--- src/rtl/seven_seg_mux_if.sv ---
// seven_seg_mux_if: digit inputs and display-drive outputs of seven_seg_mux
//   master: upstream source of digit0/digit1, observer of the display drive
//   slave : the multiplexer itself
interface seven_seg_mux_if;
  logic [3:0] digit0;
  logic [3:0] digit1;
  logic [3:0] s;
  logic       an0_n;
  logic       an1_n;
  logic       digit_sel;
  logic       frame_start;
  modport master(output digit0, digit1, input s, an0_n, an1_n, digit_sel, frame_start);
  modport slave(input digit0, digit1, output s, an0_n, an1_n, digit_sel, frame_start);
endinterface

--- src/rtl/seven_seg_mux.sv ---
// seven_seg_mux: time-multiplexes two hex digits onto one decoder and two common-anode digits
//   clk              system clock
//   reset            synchronous reset, active-low
//   bus.digit0/1     hex values for right/left digit
//   bus.s            hex value to the shared decoder, frozen during each show interval
//   bus.an0_n/an1_n  active-low anode enables, never both low
//   bus.digit_sel    0 during digit0 phase, 1 during digit1 phase
//   bus.frame_start  one-cycle pulse when a new two-digit frame begins
module seven_seg_mux #(
  parameter int SHOW_CYCLES  = 24000,
  parameter int BLANK_CYCLES = 480
) (
  input logic           clk,
  input logic           reset,
  seven_seg_mux_if.slave bus
);
  localparam int MX = SHOW_CYCLES > BLANK_CYCLES ? SHOW_CYCLES : BLANK_CYCLES;
  localparam int CW = $clog2(MX + 1);
  typedef enum logic [1:0] {BLANK0, SHOW0, BLANK1, SHOW1} state_t;
  state_t        state, nxt;
  logic [CW-1:0] cnt;
  logic          blank_done, show_done;
  // with zero blanking the post-reset BLANK0 must still leave on the first edge
  assign blank_done = BLANK_CYCLES <= 1 || cnt == CW'(BLANK_CYCLES - 1);
  assign show_done  = cnt == CW'(SHOW_CYCLES - 1);
  always_comb begin
    nxt = state;
    case (state)
      BLANK0:  nxt = blank_done ? SHOW0 : BLANK0;
      SHOW0:   nxt = show_done ? (BLANK_CYCLES == 0 ? SHOW1 : BLANK1) : SHOW0;
      BLANK1:  nxt = blank_done ? SHOW1 : BLANK1;
      default: nxt = show_done ? (BLANK_CYCLES == 0 ? SHOW0 : BLANK0) : SHOW1;
    endcase
  end
  // outputs are registered from the next state so they line up with state
  always_ff @(posedge clk) begin
    if (!reset) begin
      state           <= BLANK0;
      cnt             <= '0;
      bus.s           <= 4'h0;
      bus.an0_n       <= 1'b1;
      bus.an1_n       <= 1'b1;
      bus.digit_sel   <= 1'b0;
      bus.frame_start <= 1'b0;
    end else begin
      state <= nxt;
      cnt   <= nxt != state ? '0 : cnt + CW'(1);
      // s only samples while blanking or on show entry, never mid-show
      if (nxt == BLANK0 || (nxt == SHOW0 && state != SHOW0))
        bus.s <= bus.digit0;
      else if (nxt == BLANK1 || (nxt == SHOW1 && state != SHOW1))
        bus.s <= bus.digit1;
      bus.an0_n       <= nxt != SHOW0;
      bus.an1_n       <= nxt != SHOW1;
      bus.digit_sel   <= nxt == BLANK1 || nxt == SHOW1;
      bus.frame_start <= state == SHOW1 && nxt != SHOW1;
    end
  end
endmodule
--- src/flat_wrapper.sv ---
// flat-port wrapper written by rule: the top's interface ports become plain ports
module seven_seg_mux_flat 
#(
  parameter int SHOW_CYCLES  = 24000,
  parameter int BLANK_CYCLES = 480
)
  (clk, reset, bus_digit0, bus_digit1, bus_s, bus_an0_n, bus_an1_n, bus_digit_sel, bus_frame_start);
  seven_seg_mux_if bus_i ();
  input logic clk;
  input logic reset;
  input wire logic [$bits(bus_i.digit0)-1:0] bus_digit0;
  input wire logic [$bits(bus_i.digit1)-1:0] bus_digit1;
  output wire logic [$bits(bus_i.s)-1:0] bus_s;
  output wire logic [$bits(bus_i.an0_n)-1:0] bus_an0_n;
  output wire logic [$bits(bus_i.an1_n)-1:0] bus_an1_n;
  output wire logic [$bits(bus_i.digit_sel)-1:0] bus_digit_sel;
  output wire logic [$bits(bus_i.frame_start)-1:0] bus_frame_start;
  assign bus_i.digit0 = bus_digit0;
  assign bus_i.digit1 = bus_digit1;
  assign bus_s = bus_i.s;
  assign bus_an0_n = bus_i.an0_n;
  assign bus_an1_n = bus_i.an1_n;
  assign bus_digit_sel = bus_i.digit_sel;
  assign bus_frame_start = bus_i.frame_start;
  seven_seg_mux #(.SHOW_CYCLES(SHOW_CYCLES), .BLANK_CYCLES(BLANK_CYCLES)) u_core (.clk(clk), .reset(reset), .bus(bus_i));
endmodule
--- config.mk ---
export PLATFORM = sky130hd
export DESIGN_NAME = seven_seg_mux_flat
export DESIGN_NICKNAME = d
export VERILOG_FILES = /design/src/rtl/seven_seg_mux_if.sv /design/src/rtl/seven_seg_mux.sv /design/src/flat_wrapper.sv
export SDC_FILE = /design/constraint.sdc
export NUM_CORES = 1
export LEC_CHECK = 0
export CAP_MARGIN = 20
export CELL_PAD_IN_SITES_DETAIL_PLACEMENT = 1
export CELL_PAD_IN_SITES_GLOBAL_PLACEMENT = 1
export CORE_ASPECT_RATIO = 0.5
export CORE_MARGIN = 5
export CORE_UTILIZATION = 35
export CTS_BUF_LIST = sky130_fd_sc_hd__clkbuf_16
export DETAILED_ROUTE_END_ITERATION = 16
export HOLD_SLACK_MARGIN = 0.02
export PLACE_DENSITY_LB_ADDON = 0.15
export SLEW_MARGIN = 20
export SYNTH_ARGS = -nofsm -noshare
export SYNTH_HDL_FRONTEND = slang
export SYNTH_SLANG_ARGS = --single-unit
--- constraint.sdc ---
create_clock -name clk -period 2.2 [get_ports clk]
set_clock_uncertainty 0.15 [all_clocks]
set_input_delay 0.22 -clock clk [delete_from_list [all_inputs] [get_ports clk]]
set_output_delay 0.22 -clock clk [all_outputs]
set_load 0.01 [all_outputs]
# Word level (Yosys, flattened, before mapping)
# Cells that the tools add are included.
# W data, S select, Z words.
# totals
regBits	25
elab_cells	39
input_bits	10
out_inout_bits	8
# op_classes
n_mux	7
n_reduce_logical	10
addsub	1
n_eq_ne	13
n_bitwise	1
# ops
op	count
$add A15 B1 Y15 const B	1
$eq A15 B15 Y1 const B	1
$eq A15 B9 Y1 const B	1
$eq A2 B2 Y1 const B	4
$mux W4	2
$pmux W2 S3	1
$eq A2 B1 Y1 const B	2
$logic_not A2 Y1	2
$mux W2	2
$ne A2 B1 Y1 const B	2
$ne A2 B2 Y1 const B	2
$logic_and A1 B1 Y1	3
$logic_or A1 B1 Y1	3
$mux W1	2
$ne A2 B2 Y1	1
$reduce_bool A2 Y1	1
$reduce_or A2 Y1	1
$not A1 Y1	1

# Depth between registers and ports, before layout
# depth
depth_word	8
depth_mapped	6
ltp_nobuf	5

# Worst setup path before layout
# No wires, ideal clock.
# synth_timing
kind	register to register
from	reg u_core.cnt[0]
to	reg u_core.bus.s[0]
path_slack_ns	0.215
setup_time_ns	0.119
required_ns	1.931
synth_period_minus_slack_ns	1.985
path_buffers	1
stages_incl_launch_ff	7
arrival_time_ns	1.716
cell_sequence	dfxtp_1 > ha_1 > nand4bb_2 > or4_4 > buf_6 > mux2i_1 > o221a_2
# synth_between
elab_chain_len	7
word_cells_on_any_way	17
cone_classes	5 x eq/ne; 6 x mux; 6 x reduce/logical
# synth_rtl
item	line_no	rtl
start: declaration	seven_seg_mux.sv:21	logic [CW-1:0] cnt;
start signal: assignment	seven_seg_mux.sv:47	cnt <= nxt != state ? '0 : cnt + CW'(1);
$eq A15 B15 Y1 / $eq A15 B9 Y1 (equally long branches)	seven_seg_mux.sv:25, seven_seg_mux.sv:24	
$mux W2, or another cell as far along	seven_seg_mux.sv:32	default: nxt = show_done ? (BLANK_CYCLES == 0 ? SHOW0 : BLANK0) : SHOW1;
$pmux W2 S3 *	seven_seg_mux.sv:28	case (state)
$eq A2 B1 Y1 / $eq A2 B2 Y1 (equally long branches)	seven_seg_mux.sv:49, seven_seg_mux.sv:51	
$logic_and A1 B1 Y1, on equally long branches	seven_seg_mux.sv:49, seven_seg_mux.sv:51	
$logic_or A1 B1 Y1, on equally long branches	seven_seg_mux.sv:49, seven_seg_mux.sv:51	
$mux W4 / $reduce_bool A2 Y1 (equally long branches)	--	
end signal: assignment	seven_seg_mux.sv:50	bus.s <= bus.digit0;
end signal: assignment	seven_seg_mux.sv:52	bus.s <= bus.digit1;
end: declaration	seven_seg_mux_if.sv:13	modport slave(input digit0, digit1, output s, an0_n, an1_n, digit_sel, frame_start);
# Every way passes the cells marked *; elsewhere a longest branch is shown, timed or not.
# A chain may end at the register's enable or synchronous reset.

# Worst setup path in the final report
# Same ends and word-level chain as after synthesis.

==> results by stage <==
Setup path:
- The highest-delay cell along the critical path is sky130_fd_sc_hd__or4_4.
- The data arrival time of the critical path is 2080 ps.
- The top cell family by delay on the critical path is simple AND/OR/NAND/NOR gates.
- For this run, the slowest stage of the critical path takes 600 ps.
- For flop-to-flop paths, the worst setup slack is 120 ps.
- STA classifies the critical path endpoint as a flip-flop.
- The required time of the critical path is 2210 ps.
- The critical path goes through ha_2 -> nand4bb_4 -> or4_4 -> mux2i_1 -> o221a_2.
- Together, buffers and inverters on the worst path number 0.
- The largest driver fanout on the critical path is 9.
- The worst setup path is of the reg -> reg kind.
- The startpoint type of the worst setup path is a flip-flop.

Global routing:
- The number of global-route vias before repair is 1033.
- The first global-routing pass estimated 5280 um of wire.
- In the global route stage, overall resource usage came out at 13.9%.
- The number of antenna violations at the first check in global routing is 0.
- Global routing finished with a remaining overflow of 0.
- Entering global routing, the biggest net connects 17 pins.

Logic synthesis:
- Counting distinct cell types in the post-synthesis netlist gives 32.
- The sequential fraction of the synthesis area is 39.2%.
- The cell area after synthesis is 0.00128 mm2.
- The synthesized design contains 0 enable-type register cells.
- In this run the biggest area consumer among cell types represents 39.2% of the synthesized area.
- The biggest area consumer among synthesized cells is sky130_fd_sc_hd__dfxtp_1.
- The multiplexer share of the synthesized area is 6.27%.
- After synthesis, the share of flip-flops with an asynchronous set or reset is 0%.
- The dominant combinational cell family by area after synthesis is simple AND/OR/NAND/NOR gates.
- The average instance in the mapped netlist occupies 9.67 um2.
- The flip-flop cell with the highest count after synthesis is sky130_fd_sc_hd__dfxtp_1.
- The synthesized netlist devotes 22.0% of its cell area to simple gates.
- The share of the synthesized netlist area taken by xor and xnor gates is 9.61%.
- Yosys attributes the largest share of cell area to sky130_fd_sc_hd__dfxtp_1, sky130_fd_sc_hd__xnor2_1, sky130_fd_sc_hd__mux2i_1.
- Counting flops and latches in the post-synthesis netlist gives 25.
- The synthesized netlist devotes 14.6% of its cell area to compound gates.
- The number of warnings issued by yosys is 0.
- Synthesis produced 132 cells.
- The synthesized netlist net count is 143.
- The synthesized netlist devotes 0.980% of its cell area to adder and majority cells.

Floorplan:
- The number of cell rows is 15.
- The initial standard-cell utilization of the core is 36.8%.
- The die is 95.4 um wide.
- The total die area is 0.00503 mm2.
- The y dimension of the die is 52.7 um.
- The number of I/O pins is 18.
- After floorplanning, the core was sized to cover 0.00347 mm2.

Routing:
- In the routed design, unresolved DRC markers number 0.
- Wires add up to 3010 um.
- The number of routed nets with antenna violations is 0.
- The first routing iteration left 34 violations.
- In the final routed layout, each cell accounts on average for 14.6 um.
- The detail-routed via count per cell is 4.95.
- The detailed router placed 1019 vias in this run.
- The number of iterations in the first detailed-routing pass is 3.

CTS:
- Once the clock tree was built, the setup fixing pass inserted 0 buffers.
- The clock latency of the later-clocked register in the worst-skew pair is 260 ps.
- TritonCTS created 3 clock buffers.
- After clock tree synthesis, the clock-pin slew on the worst setup and hold paths is 70 ps.
- In this run the number of H-tree levels came out at 1.
- For this design, the sink count on the clock tree is 25.
- CTS placed an instance of sky130_fd_sc_hd__clkbuf_16 at the clock tree root.
- The number of buffers on the longest clock path is 2.
- Once the clock tree was built, the resizer swapped 0 gates to a different size.
- TritonCTS built the clock tree.
- The number of hold buffers added after CTS was 0.

Cells and area:
- The fraction of layout instances using a drive strength above 1 is 16.8%.
- The layout has 400 filler cells.
- The share of the core filled with cells is 46.2%.
- The area growth from synthesis to final layout is 25.7%.
- The number of antenna diodes in the final layout is 0.
- In the final design database the tool counted 167 nets.

Placed design:
- The wire-length estimate of the detail-placed layout is 2160 um.
- The routability-driven placement congestion ratio is 0.797.
- During placement, the flow inserted port buffers numbering 17.

Pwr:
- The combinational cell fraction of total power is 6.0%.
- The relative contribution of the clock network to total power is 44.6%.
- Of the total power, the share spent switching nets is 21.2%.
- The power share of the sequential group is 49.4%.
- The static leakage is 0.585 nW.
- The total internal power is 746 uW.
- The switching power is 201 uW.
- The total power density per cell area is 591 mW/mm2.
- The worst-case IR drop observed on VDD is 0.299 mV.

STA:
- In the final timing run, aggregate negative setup slack is 0 ps.
- Setup repair after global routing left no endpoint under its margin.
- The maximum frequency from static timing analysis is 482 MHz.
- Measured against its own limit, the worst slew margin works out to 65.3%.
- The number of max-slew violations in the final report came to 0.
- The number of hold violations in the final report was 0.
- The setup-violating endpoint count in the final report is 0.
- Counting I/O delays and the setup requirement, the final critical path takes 2080 ps.
- The slew of the pin with the lowest slew margin is 519 ps.
- The share of the clock period used by the worst path after layout is 94.3%.

Min path:
- The kind of path behind the tightest hold check is reg -> reg.

Flow run:
- The max-capacitance violation count is 0.

Outcome:
- The flow ran to the end, and the final reports show no timing, DRC or antenna violations.
[power groups by stage]
stage	sequential [mW]	combinational (mW)	clock [mW]
floorplan	0.478	0.0213	0
global placement	0.477	0.0541	0
detailed placement	0.478	0.0568	0
CTS	0.468	0.0568	0.436
global route	0.469	0.0621	0.460
finish	0.468	0.0567	0.422
[worst paths after layout]
check,startpoint,end,cells past startpoint
worst max-delay path,u_core.cnt[0],u_core.bus.s[0],5
worst min-delay path,u_core.cnt[0],u_core.cnt[0],1
worst max register to register,u_core.cnt[0],u_core.bus.s[0],5
worst min register to register,u_core.cnt[0],u_core.cnt[0],1
[synthesized netlist by cell type (2+ instances only)]
cell type and n:
sky130_fd_sc_hd__a21oi_1 10, sky130_fd_sc_hd__and2_1 6, sky130_fd_sc_hd__buf_2 2, sky130_fd_sc_hd__buf_6 2, sky130_fd_sc_hd__clkbuf_8 2, sky130_fd_sc_hd__dfxtp_1 25
sky130_fd_sc_hd__inv_1 4, sky130_fd_sc_hd__mux2i_1 8, sky130_fd_sc_hd__nand2_1 14, sky130_fd_sc_hd__nand3_1 5, sky130_fd_sc_hd__nand4_1 3, sky130_fd_sc_hd__nor2_1 4
sky130_fd_sc_hd__nor3_1 6, sky130_fd_sc_hd__nor4_1 4, sky130_fd_sc_hd__o2111ai_1 2, sky130_fd_sc_hd__o21ai_0 4, sky130_fd_sc_hd__o221a_2 4, sky130_fd_sc_hd__xnor2_1 10
sky130_fd_sc_hd__xor2_1 4
[area by class of cell]
class                      count  area (um2)  area share, %
clock buffer                   3        75.1           4.68
sequential                    25         500           31.2
timing repair buffer          27         245           15.3
clock inverter                 1        8.76          0.546
inverter                       4        15.0          0.936
tap                           51        63.8           3.98
multi-input combinational     95         696           43.4
[cells in the final DEF (no fill, tap or decap), types with 3 or more instances in the layout]
cell and count:
sky130_fd_sc_hd__o21ai_0 4, sky130_fd_sc_hd__nand2_1 14, sky130_fd_sc_hd__mux2i_1 8, sky130_fd_sc_hd__clkbuf_16 3, sky130_fd_sc_hd__nor2_1 4, sky130_fd_sc_hd__clkdlybuf4s50_1 17
sky130_fd_sc_hd__nand3_1 5, sky130_fd_sc_hd__nor4_1 4, sky130_fd_sc_hd__buf_4 10, sky130_fd_sc_hd__dfxtp_1 25, sky130_fd_sc_hd__xnor2_1 10, sky130_fd_sc_hd__xor2_1 4
sky130_fd_sc_hd__inv_1 4, sky130_fd_sc_hd__nor3_1 6, sky130_fd_sc_hd__a21oi_1 10, sky130_fd_sc_hd__and2_1 6, sky130_fd_sc_hd__o221a_2 4, sky130_fd_sc_hd__nand4_1 3
[layer usage]
metal / up-vias / global-route usage, % / share of wire [%]
met1: 482 / 18.9 / 51
met5: - / 0 / 0
met3: 2 / 4.02 / 3.3
met2: 15 / 21.6 / 44
met4: 0 / 3.54 / 0.83
li1: 520 / - / -
[state kept, by name (all words and copies together), names as in the netlist]
register	count
u_core.bus.digit_sel	1
u_core.bus.an1_n	1
u_core.bus.s	4
u_core.cnt	15
u_core.bus.frame_start	1
u_core.state	2
u_core.bus.an0_n	1
[worst reg2reg max path: cells and delay by family, from the launching register on]
family	cells	cell delay, ps
flops	1	390
fa+ha+maj	1	270
mux	1	160
compound gates	1	240
simple gates	2	760
[per-stage QoR]
step                std cells  total power, mW  worst slack [ps]  area (um2)  hold slack [ps]
floorplan                 132            0.500               215        1280              192
global placement          202            0.531               163        1510              278
detailed placement        202            0.535              90.3        1510              305
CTS                       206            0.960              71.4        1590              343
global route              206            0.991              19.6        1600              377
finish                    206            0.947               125        1600              369
[cells by family after synthesis]
group / count (synthesis)
simple gates: 48
flops: 25
compound gates: 24
xor+xnor: 14
buf+inv: 12
mux: 8
fa+ha+maj: 1
Note: power is estimated with default switching activity, not from simulation.
